`src/rtl/jtgng_video_pkg.sv`:
```
// Shared video constants for the colour mixer and its palette RAMs.
package jtgng_video_pkg;

  // Transparent codes for each layer
  localparam logic [1:0] CHAR_TRANSP = 2'b11;
  localparam logic [2:0] SCR_TRANSP  = 3'b000;
  localparam logic [3:0] OBJ_TRANSP  = 4'hF;

  // Palette bank prefixes, top two bits of the palette index
  localparam logic [1:0] BANK_CHAR = 2'b11;
  localparam logic [1:0] BANK_OBJ  = 2'b01;
  localparam logic [1:0] BANK_SCR  = 2'b00;

  // Pixel-input to RGB latency in cen6 ticks
  localparam int COLMIX_LAT = 3;

  typedef struct packed {
    logic [3:0] r;
    logic [3:0] g;
    logic [3:0] b;
  } rgb_t;

  // Layer priority: char over (obj unless a prioritised opaque scroll) over scroll.
  // A disabled layer is simply seen as transparent.
  function automatic logic [7:0] prio_pix(
    input logic [1:0] char_col,
    input logic [3:0] char_pal,
    input logic [2:0] scr_col,
    input logic [2:0] scr_pal,
    input logic       scr_prio,
    input logic [5:0] obj_pxl,
    input logic       char_on,
    input logic       scr_on,
    input logic       obj_on
  );
    logic       char_opq;
    logic       obj_opq;
    logic [2:0] scr_eff;
    logic [7:0] pix;
    char_opq = char_on && (char_col != CHAR_TRANSP);
    obj_opq  = obj_on  && (obj_pxl[3:0] != OBJ_TRANSP);
    scr_eff  = scr_on ? scr_col : SCR_TRANSP;
    if (char_opq)
      pix = {BANK_CHAR, char_pal, char_col};
    else if (obj_opq && !(scr_prio && (scr_eff != SCR_TRANSP)))
      pix = {BANK_OBJ, obj_pxl};
    else
      pix = {BANK_SCR, scr_pal, scr_eff};
    return pix;
  endfunction

endpackage

```
`src/rtl/jtgng_colmix_if.sv`:
```
// CPU palette write bus into the colour mixer.
interface jtgng_colmix_if;
  logic [7:0] AB;
  logic [7:0] din;
  logic       rd;
  logic       redgreen_cs;
  logic       blue_cs;

  modport cpu (output AB, din, rd, redgreen_cs, blue_cs);
  modport pal (input  AB, din, rd, redgreen_cs, blue_cs);
endinterface

```
`src/rtl/jtgng_dual_ram.sv`:
```
// 256x8 palette RAM: free-running CPU write port, cen-gated registered video read.
// A same-cycle write and read of one address returns the previous contents.
import jtgng_video_pkg::*;

module jtgng_dual_ram #(
  parameter string SIMFILE = ""
) (
  input  logic       clk,
  input  logic       rst,
  input  logic       cen,
  input  logic       we,
  input  logic [7:0] wr_addr,
  input  logic [7:0] wr_data,
  input  logic [7:0] rd_addr,
  output logic [7:0] rd_data
);

  logic [7:0] mem [0:255];
  logic [7:0] rd_data_q, rd_data_d;

  // CPU write port, not gated by the pixel enable
  always_ff @(posedge clk) begin
    if (we) mem[wr_addr] <= wr_data;
  end

  // Video read: sample the array only on pixel ticks
  always_comb begin
    rd_data_d = rd_data_q;
    if (cen) rd_data_d = mem[rd_addr];
  end

  // Read data register, cleared with the rest of the pipeline
  always_ff @(posedge clk or posedge rst) begin
    if (rst) rd_data_q <= '0;
    else     rd_data_q <= rd_data_d;
  end

  assign rd_data = rd_data_q;

endmodule

```
`src/rtl/jtgng_colmix.sv`:
```
// Final colour mixer: layer priority -> palette lookup -> blanked 4-bit RGB.
import jtgng_video_pkg::*;

module jtgng_colmix #(
  parameter logic  CHAR_ON     = 1'b1,
  parameter logic  SCR_ON      = 1'b1,
  parameter logic  OBJ_ON      = 1'b1,
  parameter string PAL_SIMFILE = ""
) (
  input  logic       clk,
  input  logic       rst,
  input  logic       cen6,
  input  logic [1:0] char_col,
  input  logic [3:0] char_pal,
  input  logic [2:0] scr_col,
  input  logic [2:0] scr_pal,
  input  logic       scr_prio,
  input  logic [5:0] obj_pxl,
  input  logic       LHBL,
  input  logic       LVBL,
  jtgng_colmix_if.pal cpu,
  output logic [3:0] red,
  output logic [3:0] green,
  output logic [3:0] blue,
  output logic       LHBL_dly,
  output logic       LVBL_dly
);

  logic [7:0]            pix_q, pix_d;
  logic [COLMIX_LAT-1:0] hb_pipe_q, hb_pipe_d;
  logic [COLMIX_LAT-1:0] vb_pipe_q, vb_pipe_d;
  rgb_t                  rgb_q, rgb_d;
  logic [7:0]            rg_data, b_data;
  logic                  rg_we, b_we;
  logic                  unused_b_lo;

  assign rg_we = cpu.redgreen_cs && !cpu.rd;
  assign b_we  = cpu.blue_cs     && !cpu.rd;

  // Stage 1 index and the blanking delay line
  always_comb begin
    pix_d     = pix_q;
    hb_pipe_d = hb_pipe_q;
    vb_pipe_d = vb_pipe_q;
    if (cen6) begin
      pix_d     = prio_pix(char_col, char_pal, scr_col, scr_pal, scr_prio, obj_pxl,
                           CHAR_ON, SCR_ON, OBJ_ON);
      hb_pipe_d = {hb_pipe_q[COLMIX_LAT-2:0], LHBL};
      vb_pipe_d = {vb_pipe_q[COLMIX_LAT-2:0], LVBL};
    end
  end

  // Stage 3 colour, zeroed when the blanking entering stage 3 is active
  always_comb begin
    rgb_d = rgb_q;
    if (cen6) begin
      if (hb_pipe_q[COLMIX_LAT-2] && vb_pipe_q[COLMIX_LAT-2])
        rgb_d = '{r: rg_data[7:4], g: rg_data[3:0], b: b_data[7:4]};
      else
        rgb_d = '0;
    end
  end

  // Pipeline registers; blanking resets to the blanked state
  always_ff @(posedge clk or posedge rst) begin
    if (rst) begin
      pix_q     <= '0;
      hb_pipe_q <= '0;
      vb_pipe_q <= '0;
      rgb_q     <= '0;
    end else begin
      pix_q     <= pix_d;
      hb_pipe_q <= hb_pipe_d;
      vb_pipe_q <= vb_pipe_d;
      rgb_q     <= rgb_d;
    end
  end

  // Stage 2: both palettes looked up by the stage-1 index
  jtgng_dual_ram #(.SIMFILE(PAL_SIMFILE)) u_rg_ram (
    .clk     (clk),
    .rst     (rst),
    .cen     (cen6),
    .we      (rg_we),
    .wr_addr (cpu.AB),
    .wr_data (cpu.din),
    .rd_addr (pix_q),
    .rd_data (rg_data)
  );

  jtgng_dual_ram #(.SIMFILE(PAL_SIMFILE)) u_b_ram (
    .clk     (clk),
    .rst     (rst),
    .cen     (cen6),
    .we      (b_we),
    .wr_addr (cpu.AB),
    .wr_data (cpu.din),
    .rd_addr (pix_q),
    .rd_data (b_data)
  );

  // Only the upper nibble of the blue RAM carries colour
  assign unused_b_lo = ^b_data[3:0];

  assign red      = rgb_q.r;
  assign green    = rgb_q.g;
  assign blue     = rgb_q.b;
  assign LHBL_dly = hb_pipe_q[COLMIX_LAT-1];
  assign LVBL_dly = vb_pipe_q[COLMIX_LAT-1];

endmodule

```
`src/flat_wrapper.sv`:
```
// flat-port wrapper written by rule: the top's interface ports become plain ports
module jtgng_colmix_flat 
#(
  parameter logic  CHAR_ON     = 1'b1,
  parameter logic  SCR_ON      = 1'b1,
  parameter logic  OBJ_ON      = 1'b1,
  parameter string PAL_SIMFILE = ""
)
  (clk, rst, cen6, char_col, char_pal, scr_col, scr_pal, scr_prio, obj_pxl, LHBL, LVBL, red, green, blue, LHBL_dly, LVBL_dly, cpu_AB, cpu_din, cpu_rd, cpu_redgreen_cs, cpu_blue_cs);
  jtgng_colmix_if cpu_i ();
  input  logic clk;
  input  logic rst;
  input  logic cen6;
  input  logic [1:0] char_col;
  input  logic [3:0] char_pal;
  input  logic [2:0] scr_col;
  input  logic [2:0] scr_pal;
  input  logic scr_prio;
  input  logic [5:0] obj_pxl;
  input  logic LHBL;
  input  logic LVBL;
  output logic [3:0] red;
  output logic [3:0] green;
  output logic [3:0] blue;
  output logic LHBL_dly;
  output logic LVBL_dly;
  input wire logic [$bits(cpu_i.AB)-1:0] cpu_AB;
  input wire logic [$bits(cpu_i.din)-1:0] cpu_din;
  input wire logic [$bits(cpu_i.rd)-1:0] cpu_rd;
  input wire logic [$bits(cpu_i.redgreen_cs)-1:0] cpu_redgreen_cs;
  input wire logic [$bits(cpu_i.blue_cs)-1:0] cpu_blue_cs;
  assign cpu_i.AB = cpu_AB;
  assign cpu_i.din = cpu_din;
  assign cpu_i.rd = cpu_rd;
  assign cpu_i.redgreen_cs = cpu_redgreen_cs;
  assign cpu_i.blue_cs = cpu_blue_cs;
  jtgng_colmix #(.CHAR_ON(CHAR_ON), .SCR_ON(SCR_ON), .OBJ_ON(OBJ_ON), .PAL_SIMFILE(PAL_SIMFILE)) u_core (.clk(clk), .rst(rst), .cen6(cen6), .char_col(char_col), .char_pal(char_pal), .scr_col(scr_col), .scr_pal(scr_pal), .scr_prio(scr_prio), .obj_pxl(obj_pxl), .LHBL(LHBL), .LVBL(LVBL), .cpu(cpu_i), .red(red), .green(green), .blue(blue), .LHBL_dly(LHBL_dly), .LVBL_dly(LVBL_dly));
endmodule
```
`config.mk`:
```
export PLATFORM = sky130hd
export DESIGN_NAME = jtgng_colmix_flat
export DESIGN_NICKNAME = d
export VERILOG_FILES = /design/src/rtl/jtgng_video_pkg.sv /design/src/rtl/jtgng_colmix_if.sv /design/src/rtl/jtgng_dual_ram.sv /design/src/rtl/jtgng_colmix.sv /design/src/flat_wrapper.sv
export SDC_FILE = /design/constraint.sdc
export NUM_CORES = 2
export LEC_CHECK = 0
export CAP_MARGIN = 20
export CORE_AREA = 4 4 558 560
export DETAILED_ROUTE_END_ITERATION = 10
export DIE_AREA = 0 0 562 564
export PLACE_DENSITY = 0.61
export REMOVE_ABC_BUFFERS = 1
export SLEW_MARGIN = 20
export SYNTH_ARGS = -nofsm -noshare
export SYNTH_HDL_FRONTEND = slang
export SYNTH_SLANG_ARGS = --single-unit
export TNS_END_PERCENT = 10
```
`constraint.sdc`:
```
create_clock -name clk -period 2.64 [get_ports clk]
set_input_delay 0.792 -clock clk [delete_from_list [all_inputs] [get_ports clk]]
set_output_delay 0.792 -clock clk [all_outputs]
set_load 0.005 [all_outputs]
```
Yosys cells after proc, flatten, opt, wreduce, memory -nomap -nowiden
Memories as Yosys holds them, arrays and structs flattened. A register that Yosys moved wholly into a read port is not among the register bits.
Cells that the tools add are included.
- input port bits: 43
- bits in latches: 0
- output and inout port bits: 14
- bits in read-only memories: 0
- memories kept: 2
- logic and storage cells: 25
- bits in writable memories: 4096
- flip-flop bits (word level): 26
- eq/ne operators: 2
- divide/modulo/power cells: 0
- $add $sub $neg: 0
- reductions and logical operators: 8
- order comparisons: 0
- bitwise logic cells: 0
- shifts and indexed selects: 0
- $mul: 0
- mux-type cells: 7
- memory list (name ; words ; bits a word ; rd ports ; clocked after memory_dff ; wr ports ; RTL line ; source):
    u_core.u_b_ram.mem ; 256 ; 8 ; 1 ; 1 ; 1 ; jtgng_dual_ram.sv:18 ; logic [7:0] mem [0:255];
    u_core.u_rg_ram.mem ; 256 ; 8 ; 1 ; 1 ; 1 ; jtgng_dual_ram.sv:18 ;
- operators by type and width (kind ; number):
    2-to-1 mux 12 bit ; 1
    2-to-1 mux 8 bit ; 1
    2-to-1 mux 7 bit ; 1
    logical AND 1 bit ; 5
    2-to-1 mux 1 bit ; 4
    != test 4 bit (second input constant) ; 1
    nonzero test 3 bit ; 1
    zero test 1 bit ; 2
    != test 2 bit (second input constant) ; 1

Logic depth before layout (Yosys ltp)
- depth in word-level cells: 6
- depth in mapped cells: 13
- gate-level depth less buffers: 7

By module
From an unflattened synthesis, not the netlist that was laid out.
- cell total of the unflattened synthesis: 7989
- area total of the unflattened synthesis: 161640.0 µm²
- modules (own cells, without submodules) (module ; seq. area each (µm²) ; instances ; area each (µm²) ; cells each):
    jtgng_dual_ram ; 61699.2 ; 2 ; 80209.4 ; 3933
    jtgng_colmix ; 650.6 ; 1 ; 1221.2 ; 123

Least setup slack after synthesis
OpenSTA, ideal clock, no wires.
- path kind: in2reg
- start: input cpu_AB[4]
- end: memory u_core.u_rg_ram.mem[208][0], enable pin
- path slack: -0.099 ns
- library setup time: 0.370 ns
- stages: 6
- data arrival time: 2.369 ns
- buffers on the path: 2
- cell sequence: clkbuf_1 -> nor2b_1 -> nor2b_1 -> nand3_1 -> clkbuf_1 -> nor2_1
- RTL lines (element ; RTL line ; source):
    start, declared ; flat_wrapper.sv:27 ; input wire logic [$bits(cpu_i.AB)-1:0] cpu_AB;
    end, declared ; jtgng_dual_ram.sv:18 ;
No word-level cell before the write port.

==> flow_summary.toml <==
[setup_path]
rr_startpoint = "u_core.pix_q[0]$_DFFE_PP0P_"
critPathCaptureType = "flop"
crit_path_end = "u_core.u_rg_ram.rd_data[0]$_DFFE_PP0P_"
required_ns = 3.48
setup.worst_path.class = "flop to flop"
crit_arrival_ns = 3.84
startpoint_type = "flop"
r2r-end = "u_core.u_rg_ram.rd_data[0]$_DFFE_PP0P_"
rrSetupSlack_ns = -0.36
worstSetupStartpoint = "u_core.pix_q[0]$_DFFE_PP0P_"
worstPathMaxFanout = 6
reg2regPathDepth = 13

[final_layout]
drive_above_1_share = 0.327
area_growth_pct = 23.7
fin_util = 0.494
nets = 7738
fin_area_um2 = 151000

[place]
io_buffers = 56
placed_area_um2 = 138000
globalplace.congestion = 0.869
post-dp-hpwl_um = 224000

[status]
violations = "negative setup slack"
status = "finished with violations"

[sta]
setup_ws_ns = -0.360
hold_viol = 0
fin_crit_ns = 3.00
setup_viol = 12
timing.final.crit_share = 1.14
tightest_slew_ns = 0.682
max_freq_ghz = 0.333
slew_headroom = 0.544
worst_clock_skew_ns = 0.0386
rsz0062_at_grt = "true"
finalMaxSlewViolations = 0

[drt]
wl_um = 340000
first_pass_iters = 5
drtAntennaViolNets = 0
avgRoutedWirePerCell_um = 28.2
drt-vias-per-instance = 5.58
drt_iter0_drc = 7728
drc = 0
vias = 67200

[power]
powerDensity_nw_per_um2 = 735
seq_power_share = 0.492
clock_power_share = 0.406
vdd_drop_max_uv = 554
power_switching_mw = 25.9
leakagePower_nw = 50.2
switching_share = 0.233
internal_power_mw = 85.1
combPwrFrac = 0.102
power.total_mw = 111

[global_routing]
grt_overflow = 0
antenna_found_initial = 12
grt_pass1_wl_um = 489000
grt_start_max_net_pins = 116
grt_use_total = 0.210
grt_pass1_vias = 68700

[clock_tree]
cts_buffers = 322
clk_pin_slew_ns = 0.07
cts_num_sinks = 3110
cts_tree = "built"
clk_path_buf_depth = 4
clk_latency_ns = 0.90
ctsHoldBuffers = 0
htreeDepth = 5
root_buffer = "clkbuf_16"

[die]
start_util = 0.399
rows = 203
die_x_um = 562
dieArea_um2 = 317000
coreArea_um2 = 306000
io_pins = 57
die_h_um = 564

[synth]
postSynthCellCount = 6270
syn_area_um2 = 122000
avgSynthCellArea_um2 = 19.5
yosysWarnings = 0
ys_seq_area_frac = 0.763
synth_cell_types = 64
synth_edf_count = 3072
synthFlopType = "edfxtp_1"
ys_async_sr_fraction = 0.0122
ys_ff_latch = 3110

[job]
drv_cap = 0

[min_path]
hold_class = "primary input to asynchronous set/reset pin"
==> worst max-delay path, stage by stage (launching register included) <==
cell and delay, ns:
dfrtp_4 0.51, buf_16 0.18, buf_16 0.17, buf_12 0.16, buf_6 0.13, bufbuf_16 0.28
mux2i_4 0.19, o22ai_4 0.26, nor3_2 0.06, o21ai_0 0.20, buf_4 0.14, nand4_1 0.17
and3b_2 0.35, a211o_1 0.11
==> cell usage after synthesis (all sizes together), types with 5 or more instances <==
master	instances	area [um2]
buf	225	2000
a211o	10	87.6
nor2	551	2070
edfxtp	3072	92200
a221o	5	50.1
a22o	19	166
nor4	8	50.1
a22oi	30	225
o22ai	185	1160
nor2b	16	100
inv	11	41.3
nand4	10	62.6
and3	7	43.8
nand2b	12	75.1
nand3	33	165
dfrtp	38	951
nand2	157	589
nor3	23	115
mux2i	611	6120
a211oi	78	586
mux2	13	146
o21ai	116	581
clkbuf	186	708
a221oi	61	534
o221ai	93	815
a2111oi	39	348
a21oi	121	606
mux4	482	11000
a31oi	7	43.8
==> what timing repair did <==
| item | 4_1_cts | 5_1_grt |
|---|---|---|
| buffers inserted | 34 | 22 |
| pin swaps | 59 | 35 |
| gates resized for setup | 287 | 80 |
| setup endpoints to repair | 19 | 12 |
| gates cloned | 8 | 1 |
==> layer usage <==
layer | vias up | global-route usage | share of wire
met1 | 35100 | 0.285 | 0.40
met3 | 601 | 0.0292 | 0.072
met5 | - | 0 | 0
li1 | 28600 | - | -
met2 | 2874 | 0.346 | 0.48
met4 | 0 | 0.0821 | 0.044
==> per-stage QoR <==
stage                     worst slack [ns]  hold slack, ns  setup TNS [ns]  instances
after CTS                           -0.336          0.0990           -3.76      12000
after floorplan                     -37.84           0.456         -492.55       5859
after detailed placement             -1.07           0.478         -655.50      11400
after global routing                -0.425           0.164           -4.79      12100
final                               -0.360           0.164           -3.94      12100
after global placement               -1.10           0.478         -666.86      11400
==> cells by family after synthesis <==
logic type / after synthesis / synth area share
DFF: 3110 / 0.763
AOI/OAI and AO/OA: 788 / 0.0443
buffers and inverters: 424 / 0.0226
and+or+nand+nor: 842 / 0.0283
muxes: 1106 / 0.141
==> placed cells by master, fill, tap and decap left out, drive strengths merged, types with 5 or more instances in the layout <==
master / synthesis / layout
buf: 225 / 1455
clkinvlp: 0 / 7
nor3: 23 / 23
clkinv: 2 / 132
nand2b: 12 / 12
a22oi: 30 / 30
a22o: 19 / 19
o21ai: 116 / 116
nor4: 8 / 8
bufbuf: 0 / 5
a31oi: 7 / 7
o22ai: 185 / 185
mux2i: 611 / 611
dfrtp: 38 / 38
a21oi: 121 / 121
a211o: 10 / 10
a221oi: 61 / 61
bufinv: 0 / 28
nand4: 10 / 10
and3: 7 / 7
clkbuf: 186 / 404
edfxtp: 3072 / 3072
clkdlybuf4s50: 0 / 40
o221ai: 93 / 93
a2111oi: 39 / 39
a211oi: 78 / 78
a221o: 5 / 5
dlygate4sd2: 0 / 7
inv: 11 / 26
mux2: 13 / 13
nand2: 157 / 157
nand3: 33 / 33
nor2b: 16 / 16
nor2: 551 / 551
mux4: 482 / 482
==> sequential cells by signal, indices dropped and copies added, names as in the netlist <==
name / flops
u_core.u_rg_ram.rd_data: 8
u_core.u_rg_ram.mem: 2048
u_core.u_b_ram.mem: 1024
u_core.hb_pipe_q: 3
u_core.blue: 4
u_core.green: 4
u_core.u_b_ram.rd_data: 4
u_core.pix_q: 8
u_core.vb_pipe_q: 3
u_core.red: 4
==> worst min-delay path by stage <==
stage                                                         to  slack (ns)  cells after the start
final                            u_core.hb_pipe_q[0]$_DFFE_PP0P_        0.16                      2
after global routing             u_core.hb_pipe_q[0]$_DFFE_PP0P_        0.16                      2
after global placement                u_core.blue[1]$_DFFE_PP0P_        0.48                      1
after floorplan           u_core.u_rg_ram.rd_data[7]$_DFFE_PP0P_        0.46                      2
after CTS                        u_core.hb_pipe_q[0]$_DFFE_PP0P_         0.1                      2
after detailed placement              u_core.blue[1]$_DFFE_PP0P_        0.48                      1
==> final cells by class <==
class / instances / area (um2)
Timing Repair Buffer: 1512 / 14700
Tap cell: 4100 / 5130
Clock buffer: 399 / 8500
Sequential cell: 3110 / 93200
Multi-Input combinational cell: 2736 / 27500
Clock inverter: 180 / 1970
Inverter: 13 / 58.8
Antenna cell: 4 / 10.0
Fill cell: 24700 / 155000
==> power by group through the flow <==
stage / clock, mW / sequential (mW) / combinational, mW
floorplan: 0 / 56.0 / 5.91
CTS: 45.7 / 54.6 / 11.1
detailed placement: 0 / 55.7 / 10.5
global placement: 0 / 55.6 / 10.4
global route: 47.9 / 54.6 / 11.8
finish: 45.1 / 54.6 / 11.3
No activity file was read; power rests on OpenSTA's default activity.
